$ cat src/rtl/serial_adder_pkg.sv
// Shared types and constants for the bit-serial adder controller.
package serial_adder_pkg;

  typedef enum logic [1:0] {
    IDLE = 2'd0,
    RUN  = 2'd1,
    DONE = 2'd2
  } state_t;

  localparam int WIDTH_DEFAULT = 8;

endpackage

$ cat src/rtl/serial_adder_ctrl_half_adder.sv
// Single-bit half adder; two of these form the serial full-adder slice.
module half_adder (
  input  logic a,
  input  logic b,
  output logic s,
  output logic c
);

  assign s = a ^ b;
  assign c = a & b;

endmodule

$ cat src/rtl/serial_adder_ctrl.sv
// Bit-serial adder controller: sequences one full-adder slice over a WIDTH-bit
// operand pair, LSB first, and reports sum/carry-out with a one-cycle done pulse.
module serial_adder_ctrl
  import serial_adder_pkg::*;
#(
  parameter int WIDTH = WIDTH_DEFAULT
) (
  input  logic             clk,
  input  logic             rst,
  input  logic             start,
  input  logic [WIDTH-1:0] a,
  input  logic [WIDTH-1:0] b,
  output logic             busy,
  output logic             done,
  output logic [WIDTH-1:0] sum,
  output logic             cout
);

  // One extra counter bit so the count never wraps before DONE, even at WIDTH=1.
  localparam int             CW   = $clog2(WIDTH) + 1;
  localparam logic [CW-1:0]  LAST = CW'(WIDTH - 1);

  state_t            state, nxt;
  logic [WIDTH-1:0]  a_sr, b_sr, res_q, res_nxt;
  logic [CW-1:0]     cnt;
  logic              carry, cout_q;
  logic              ha1_s, ha1_c, ha2_s, ha2_c, c_next;

  half_adder u_ha1 (.a(a_sr[0]), .b(b_sr[0]), .s(ha1_s), .c(ha1_c));
  half_adder u_ha2 (.a(ha1_s),   .b(carry),   .s(ha2_s), .c(ha2_c));

  assign c_next = ha1_c | ha2_c;

  // The new bit enters at the MSB so that after WIDTH shifts bit i sits at index i.
  if (WIDTH == 1) begin : g_res_w1
    assign res_nxt = ha2_s;
  end else begin : g_res_wn
    assign res_nxt = {ha2_s, res_q[WIDTH-1:1]};
  end

  always_ff @(posedge clk or posedge rst) begin
    if (rst) state <= IDLE;
    else     state <= nxt;
  end

  always_comb begin
    nxt = state;
    case (state)
      IDLE:    if (start) nxt = RUN;
      RUN:     if (cnt == LAST) nxt = DONE;
      DONE:    nxt = IDLE;
      default: nxt = IDLE;
    endcase
  end

  always_comb begin
    busy = (state == RUN) || (state == DONE);
    done = (state == DONE);
  end

  always_ff @(posedge clk or posedge rst) begin
    if (rst) begin
      a_sr   <= '0;
      b_sr   <= '0;
      res_q  <= '0;
      carry  <= 1'b0;
      cnt    <= '0;
      cout_q <= 1'b0;
    end else begin
      case (state)
        IDLE: if (start) begin
          a_sr   <= a;
          b_sr   <= b;
          carry  <= 1'b0;
          cnt    <= '0;
          cout_q <= 1'b0;
        end
        RUN: begin
          a_sr  <= a_sr >> 1;
          b_sr  <= b_sr >> 1;
          res_q <= res_nxt;
          carry <= c_next;
          cnt   <= cnt + 1'b1;
          if (cnt == LAST) cout_q <= c_next;
        end
        default: ;
      endcase
    end
  end

  assign sum  = res_q;
  assign cout = cout_q;

endmodule

$ cat config.mk
export PLATFORM = sky130hd
export DESIGN_NAME = serial_adder_ctrl
export DESIGN_NICKNAME = d
export VERILOG_FILES = /design/src/rtl/serial_adder_pkg.sv /design/src/rtl/serial_adder_ctrl_half_adder.sv /design/src/rtl/serial_adder_ctrl.sv
export SDC_FILE = /design/constraint.sdc
export NUM_CORES = 1
export LEC_CHECK = 0
export CORE_UTILIZATION = 41
export CTS_BUF_LIST = sky130_fd_sc_hd__clkbuf_8
export DETAILED_ROUTE_END_ITERATION = 7
export PLACE_DENSITY = 0.76
export REMOVE_ABC_BUFFERS = 1
export SETUP_SLACK_MARGIN = 0.3
export SLEW_MARGIN = 15
export SYNTH_ARGS = -nofsm -noshare
export SYNTH_HDL_FRONTEND = slang
export SYNTH_HIERARCHICAL = 1
export SYNTH_SLANG_ARGS = --single-unit
$ cat constraint.sdc
create_clock -name clk -period 4.5 [get_ports clk]
set_input_delay 0.675 -clock clk [delete_from_list [all_inputs] [get_ports clk]]
set_output_delay 0.675 -clock clk [all_outputs]
set_load 0.02 [all_outputs]
==> results of run 1 <==
-- layout make-up --
type / instances / area, µm²
Clock buffer: 5 / 68.8
Tap cell: 48 / 60.1
Inverter: 6 / 22.5
Multi-Input combinational cell: 93 / 759
Timing Repair Buffer: 32 / 333
Sequential cell: 32 / 801
Fill cell: 328 / 1700
-- per-layer routing --
layer / vias up / share of wire (%)
li1: 548 / -
met1: 515 / 43
met2: 26 / 51
met3: 2 / 4.9
met4: 0 / 0.67
met5: - / 0
-- cells in the mapped netlist --
| master | count | area (µm²) |
|---|---|---|
| a21oi_1 | 2 | 10.0 |
| a21oi_2 | 1 | 8.76 |
| a221o_1 | 1 | 10.0 |
| a22o_1 | 1 | 8.76 |
| a32oi_1 | 1 | 8.76 |
| buf_2 | 2 | 10.0 |
| buf_4 | 1 | 7.51 |
| buf_6 | 3 | 33.8 |
| clkbuf_4 | 1 | 7.51 |
| dfrtp_1 | 32 | 801 |
| ha_1 | 8 | 100 |
| inv_1 | 6 | 22.5 |
| mux2_1 | 2 | 22.5 |
| mux2_2 | 8 | 90.1 |
| mux2i_1 | 16 | 160 |
| mux2i_4 | 1 | 22.5 |
| nand2_1 | 19 | 71.3 |
| nand2b_1 | 4 | 25.0 |
| nand3_1 | 1 | 5.00 |
| nand3b_1 | 2 | 15.0 |
| nor2b_2 | 1 | 8.76 |
| o211ai_1 | 1 | 7.51 |
| o21ai_1 | 8 | 40.0 |
| o21ai_2 | 13 | 114 |
| o22ai_1 | 1 | 6.26 |
| o32ai_2 | 1 | 16.3 |
| xnor2_1 | 1 | 8.76 |
-- final timing paths --
| check | slack (ns) | start | to | cells past startpoint |
|---|---|---|---|---|
| setup / recovery | 2.20 | state[0] | busy | 3 |
| hold / removal | 0.48 | a_sr[5] | a_sr[5] | 2 |
| setup reg to reg | 2.62 | state[0] | b_sr[6] | 6 |
| hold reg to reg | 0.48 | a_sr[5] | a_sr[5] | 2 |
| max in group asynchronous | 3.42 | rst | carry | 3 |
| min in group asynchronous | 0.79 | rst | a_sr[1] | 3 |
-- where the power goes --
part           internal (mW)  switching, mW  total (mW)  leakage [nW]
sequential             0.424         0.0861       0.510         0.401
clock                 0.0993         0.0873       0.187        0.0359
combinational          0.387          0.399       0.785         0.451
-- worst reg2reg max path, delay by kind of cell (launching register included) --
family,cells,cell delay (ns)
AO/OA/AOI/OAI,1,0.06
adder cells (fa/ha/maj),1,0.32
buffers and inverters,2,0.35
flip-flops,1,0.41
multiplexers,1,0.56
AND/OR/NAND/NOR,1,0.10
-- sequential cells by signal (all words and copies together), names as in the netlist --
name / flops
a_sr: 8
b_sr: 8
sum: 8
cnt: 4
state: 2
carry: 1
cout: 1
-- placed cells by master (no fill, tap or decap), drive strengths merged, types with 3 or more instances in the layout --
master and n:
clkbuf 5, nand2b 4, buf 3, dfrtp 32
inv 6, mux2i 17, ha 8, o21ai 21
nand2 19, mux2 10, clkdlybuf4s50 29, a21oi 3
-- kinds of logic (layout without fill, tap and decap cells) --
| logic type | Yosys count | count (layout) | share of synthesized area, % |
|---|---|---|---|
| XOR/XNOR | 1 | 1 | 0.534 |
| flip-flops | 32 | 32 | 48.8 |
| AND/OR/NAND/NOR | 27 | 27 | 7.62 |
| adder cells (fa/ha/maj) | 8 | 8 | 6.10 |
| AO/OA/AOI/OAI | 30 | 30 | 14.0 |
| multiplexers | 27 | 27 | 18.0 |
| buffers and inverters | 13 | 43 | 4.95 |
-- through the flow --
stage	utilization (%)	hold slack (ns)	setup slack (ns)	total power [mW]
global route	54.6	0.505	2.11	1.60
global placement	52.0	0.461	1.87	1.24
finish	54.6	0.479	2.20	1.48
floorplan	-	0.452	2.15	1.06
CTS	53.9	0.481	2.13	1.47
detailed placement	52.0	0.468	1.84	1.28
==> results.md, run 1 <==
* Critical path launch point type: flop
* Post-Layout Inst Area at 2040 µm²
* CP Data Arrival Time at 1.62 ns
* CTS Buffer Depth at 2
* Setup Skew at roughly 0.0076 ns
* Slowest CP cell: clkdlybuf4s50_1
* Synth warn at 6
* Critical Setup Path Class: flop to output pin
* Worst path top cell family by delay: buffers and inverters
* Port Buffer Count at 29
* PostCTS Resize Cnt at 0
* Dpl hpwl at 1.92 mm
* DIE AREA at 4260 µm²
* Register area share after synthesis at between 40% and 50%
* Tmin final at 2.30 ns
* RSZ-0062 raised after global routing: false
* Core ar. at 3740 µm²
* Post-place instance area at 1950 µm²
* Nets at 197
* # IOs at 30
* Starting DRT DRC Count at 47
* GRT Total Usage at 14.5%
* Setup violations, final at 0
* Routability cong. at 0.717
* Vias per cell at 5.05
* Mapped cell area at ~1600 µm²
* Reg clk slew, reported paths at 0.06 ns
* GR Overflow Total at 0
* Grt met1 use at between 10% and 20%
* Static Leak at 0.887 nW
* Initial antenna violation count at 0
* DRT antenna net count at 0
* Setup_tns at 0 ns
* Tightest Hold Check Type: flop to flop
* Period Utilization, post-route at 51.1%
* Most Used Layer, Global Route: met2
* Syn Area/Cell at 11.9 µm²
* DRC at 0
* Routed WL per cell at between 10 and 15 µm
* Die Ht at 65.3 µm
* Root Buffer: clkbuf_8
* Sequence of cells on the critical path: inv_1 -> ha_1 -> clkdlybuf4s50_1
* Slew Limit Fails at 0
* DRT Pass-1 Iters at 4
* Largest net degree at the start of global routing at 38
* Inserted Diodes at 0
* Worst Setup End Kind: output pin
* Status: complete, no violations
* Crit-path max FO at 4
* Inst Count DP at between 200 and 250
* Slew @ Worst Pin at 0.523 ns
* CTS tree: done
* CP required at 3.83 ns
* Sink Count at 32
* Area grow syn2layout at 24.5%
* Final wirelength at 2.70 mm
* Ratio of cells with drive above 1 in the final layout at just under 20%
* Starting Density at 43.9%
* Slew HR at 64.4%
* GR Util met2 at 24.2%
* Final Hold Viols at 0
* Post-CTS Setup Bufs at 0
* Die width at 65.3 µm
* H-tree depth at 2
* Rows at 22
* Fmax at around 0.43 GHz
* Buf/Inv on CP at 2
* Max incr delay on CP at slightly below 0.6 ns
* Max-Cap Viols at 0
* Non-Filler Instances at ~220
* Mapped Cells at 138
* Vias at 1091
* Worst vdd ir at 302 µV
* Later-pin clock latency in the skew report at 0.27 ns
* Power density over the cells at a little over 700 nW/µm²
* GR Util met3 at 5.73%
* Hold-fix buffer count after cts at 0
* Vias in the first global route at 1125
* CTS Buf Count at 5
* First-pass GRT wire length at between 4 and 5 mm
* Synth Register Bits at 32
* Synth unique cells at 27
Power figures use the tool's default switching activity.
==> run 2, diff against run 1 <==
PLACE_DENSITY = 0.78   (was 0.76)
clock period = 1.95 ns   (was 4.5 ns; I/O delays follow)
==> run 2 against run 1 <==
Compared with the run above: hold slack got worse by 0.097 ns; routed wire length rose by 7.4%; sequential share of layout area fell by 0.68 points; critical endpoint is now done; largest cell class unchanged; cell count rose by 1.9%; design area rose by 1.8%; total power rose by 140%; die area did not move; critical path depth did not move; register-to-register slack got worse by 2.3 ns; utilization rose by 0.97 points; flip-flop and latch count did not move.
==> results.md, run 2 (synthesized netlist as in run 1, its figures left out) <==
* Vias per cell at 5.10 (+1.1%)
* Vias at 1123 (+2.9%)
* R2R depth at 5 (-1)
* Starting Density at 43.9% (unchanged)
* Slew @ Worst Pin at 0.434 ns (-0.0895 ns)
* Slowest CP cell: dfrtp_1
* Critical path launch point type: flop
* Starting DRT DRC Count at 11 (-77%)
* Setup Skew at 0.00605 ns (-0.00152 ns)
* Tmin final at between 1.5 and 2 ns
* Initial antenna violation count at 0 (unchanged)
* # IOs at 30 (unchanged)
* Most common cell after layout, fill and taps aside: dfrtp_1
* GR Overflow Total at 0 (unchanged)
* Hold slack at 0.382 ns (-0.0969 ns)
* Die width at 65.3 µm (unchanged)
* Sequence of cells on the critical path: inv_1 -> ha_1 -> dlygate4sd2_1
* Ratio of cells with drive above 1 in the final layout at 23.8% (+4.2 points)
* Final wirelength at 2.91 mm (+7.4%)
* Static Leak at 0.908 nW (+2.4%)
* RSZ-0062 raised after global routing: true
* Place WS at 0.185 ns (-1.65 ns)
* Vias in the first global route at 1235 (+9.8%)
* CP Data Arrival Time at 1.34 ns (-0.28 ns)
* Reg2reg setup slack at 0.36 ns (-2.26 ns)
* Hold-fix buffer count after cts at 0 (unchanged)
* Total design power at 3.55 mW (+140%)
* Fmax at 0.613 GHz
* Worst Setup End Kind: output pin
* Nets at 199 (+1.0%)
* Slew HR at 71.1% (+6.7 points)
* Period Utilization, post-route at between 80% and 90%
* R2R Path Start: state[0]
* First-pass GRT wire length at 5.06 mm (+8.7%)
* Post-Route Utilization at 55.6% (+0.97 points)
* Reg area at 801 µm² (unchanged)
* Stages on worst setup path at 3 (unchanged)
* Max-Cap Viols at 0 (unchanged)
* Post-Layout Inst Area at 2080 µm² (+1.8%)
* Inst Count DP at 213 (+1.4%)
* Routability cong. at 0.707 (-1.4%)
* Sink Count at 32 (unchanged)
* Post-route setup slack at 0.319 ns (-1.88 ns)
* Commonest non-fill, non-tap cells in the layout: dfrtp_1 (32), clkdlybuf4s50_1 (27), nand2_1 (19)
* Dpl hpwl at 2.19 mm (+14%)
* DIE AREA at 4260 µm² (unchanged)
* CTS Buf Count at 5 (unchanged)
* CP required at 1.66 ns (-2.17 ns)
* Core ar. at 3740 µm² (unchanged)
* Fillers at 325 (-0.91%)
* Setup_tns at 0 ns (unchanged)
* DRC at 0 (unchanged)
* Worst vdd ir at 629 µV (+110%)
* Inserted Diodes at 0 (unchanged)
* H-tree depth at 2 (unchanged)
* Routed WL per cell at 13.2 µm (+5.5%)
* Critical Setup Path Class: flop to output pin
* Setup violations, final at 0 (unchanged)
* Power density over the cells at 1710 nW/µm² (+140%)
* Slew Limit Fails at 0 (unchanged)
* Tightest Hold Check Type: primary input to async pin
* Worst Setup EP: done
* Crit-path max FO at 4 (unchanged)
* Reg clk slew, reported paths at 0.06 ns (about the same)
* Status: complete, no violations
* Crit path from: state[0]
* Die Ht at 65.3 µm (unchanged)
* Largest net degree at the start of global routing at 33 (-13%)
* Final Hold Viols at 0 (unchanged)
* Area grow syn2layout at 26.8%
* Worst path top cell family by delay: buffers and inverters
* Root Buffer: clkbuf_8
* Buf/Inv on CP at 2 (unchanged)
* Post-place instance area at 1970 µm² (+1.2%)
* GRT Total Usage at 16.1% (+1.6 points)
* Post-CTS Setup Bufs at 0 (unchanged)
* DRT Pass-1 Iters at 2 (-2)
* DRT antenna net count at 0 (unchanged)
* Non-Filler Instances at 220 (+1.9%)
* R2r endpoint: cnt[2]
* Area of the multi-input gates at 778 µm² (+2.5%)
* Port Buffer Count at 29 (unchanged)
* CTS Buffer Depth at 2 (unchanged)
* Later-pin clock latency in the skew report at 0.29 ns (+0.02 ns)
* Max incr delay on CP at 0.41 ns (-0.18 ns)
* CTS tree: done
* Rows at 22 (unchanged)
-- run 2: final cells by class --
cell class	count	area share, %
clock buffer	5	3.31
clock inverter	2	0.421
inverter	6	1.08
multi-input combinational	93	37.4
sequential	32	38.5
tap	48	2.89
timing repair buffer	34	16.4
-- run 2: worst min path at each step --
stage | endpoint | depth (start not counted) | from
finish | b_sr[2] | 3 | rst
global route | b_sr[6] | 3 | rst
CTS | b_sr[2] | 3 | rst
detailed placement | a_sr[5] | 2 | a_sr[5]
global placement | a_sr[5] | 2 | a_sr[5]
floorplan | a_sr[0] | 1 | rst
-- run 2: tightest hold or removal path, cell delays in order --
cell and delay (ns):
clkdlybuf4s50_1 0.39, inv_1 0.05, buf_4 0.35
-- run 2: power by group --
group / internal (mW) / total (mW) / switching [mW] / leakage, nW
clock: 0.237 / 0.471 / 0.234 / 0.0452
combinational: 0.934 / 1.90 / 0.965 / 0.463
sequential: 0.978 / 1.18 / 0.207 / 0.401
total: 2.15 / 3.55 / 1.41 / 0.908
-- run 2: metal layers --
metal / part of all wire (%) / global-route usage [%]
met1: 41 / 15.7
met5: 0 / 0
met2: 53 / 30.3
met3: 4.6 / 3.99
met4: 1.7 / 9.24
-- run 2: what timing repair did --
| action | in CTS | in global routing |
|---|---|---|
| gates cloned | 0 | 0 |
| endpoints found under the setup margin | 22 | 23 |
| resized for setup | 3 | 11 |
| pin swaps | 0 | 1 |
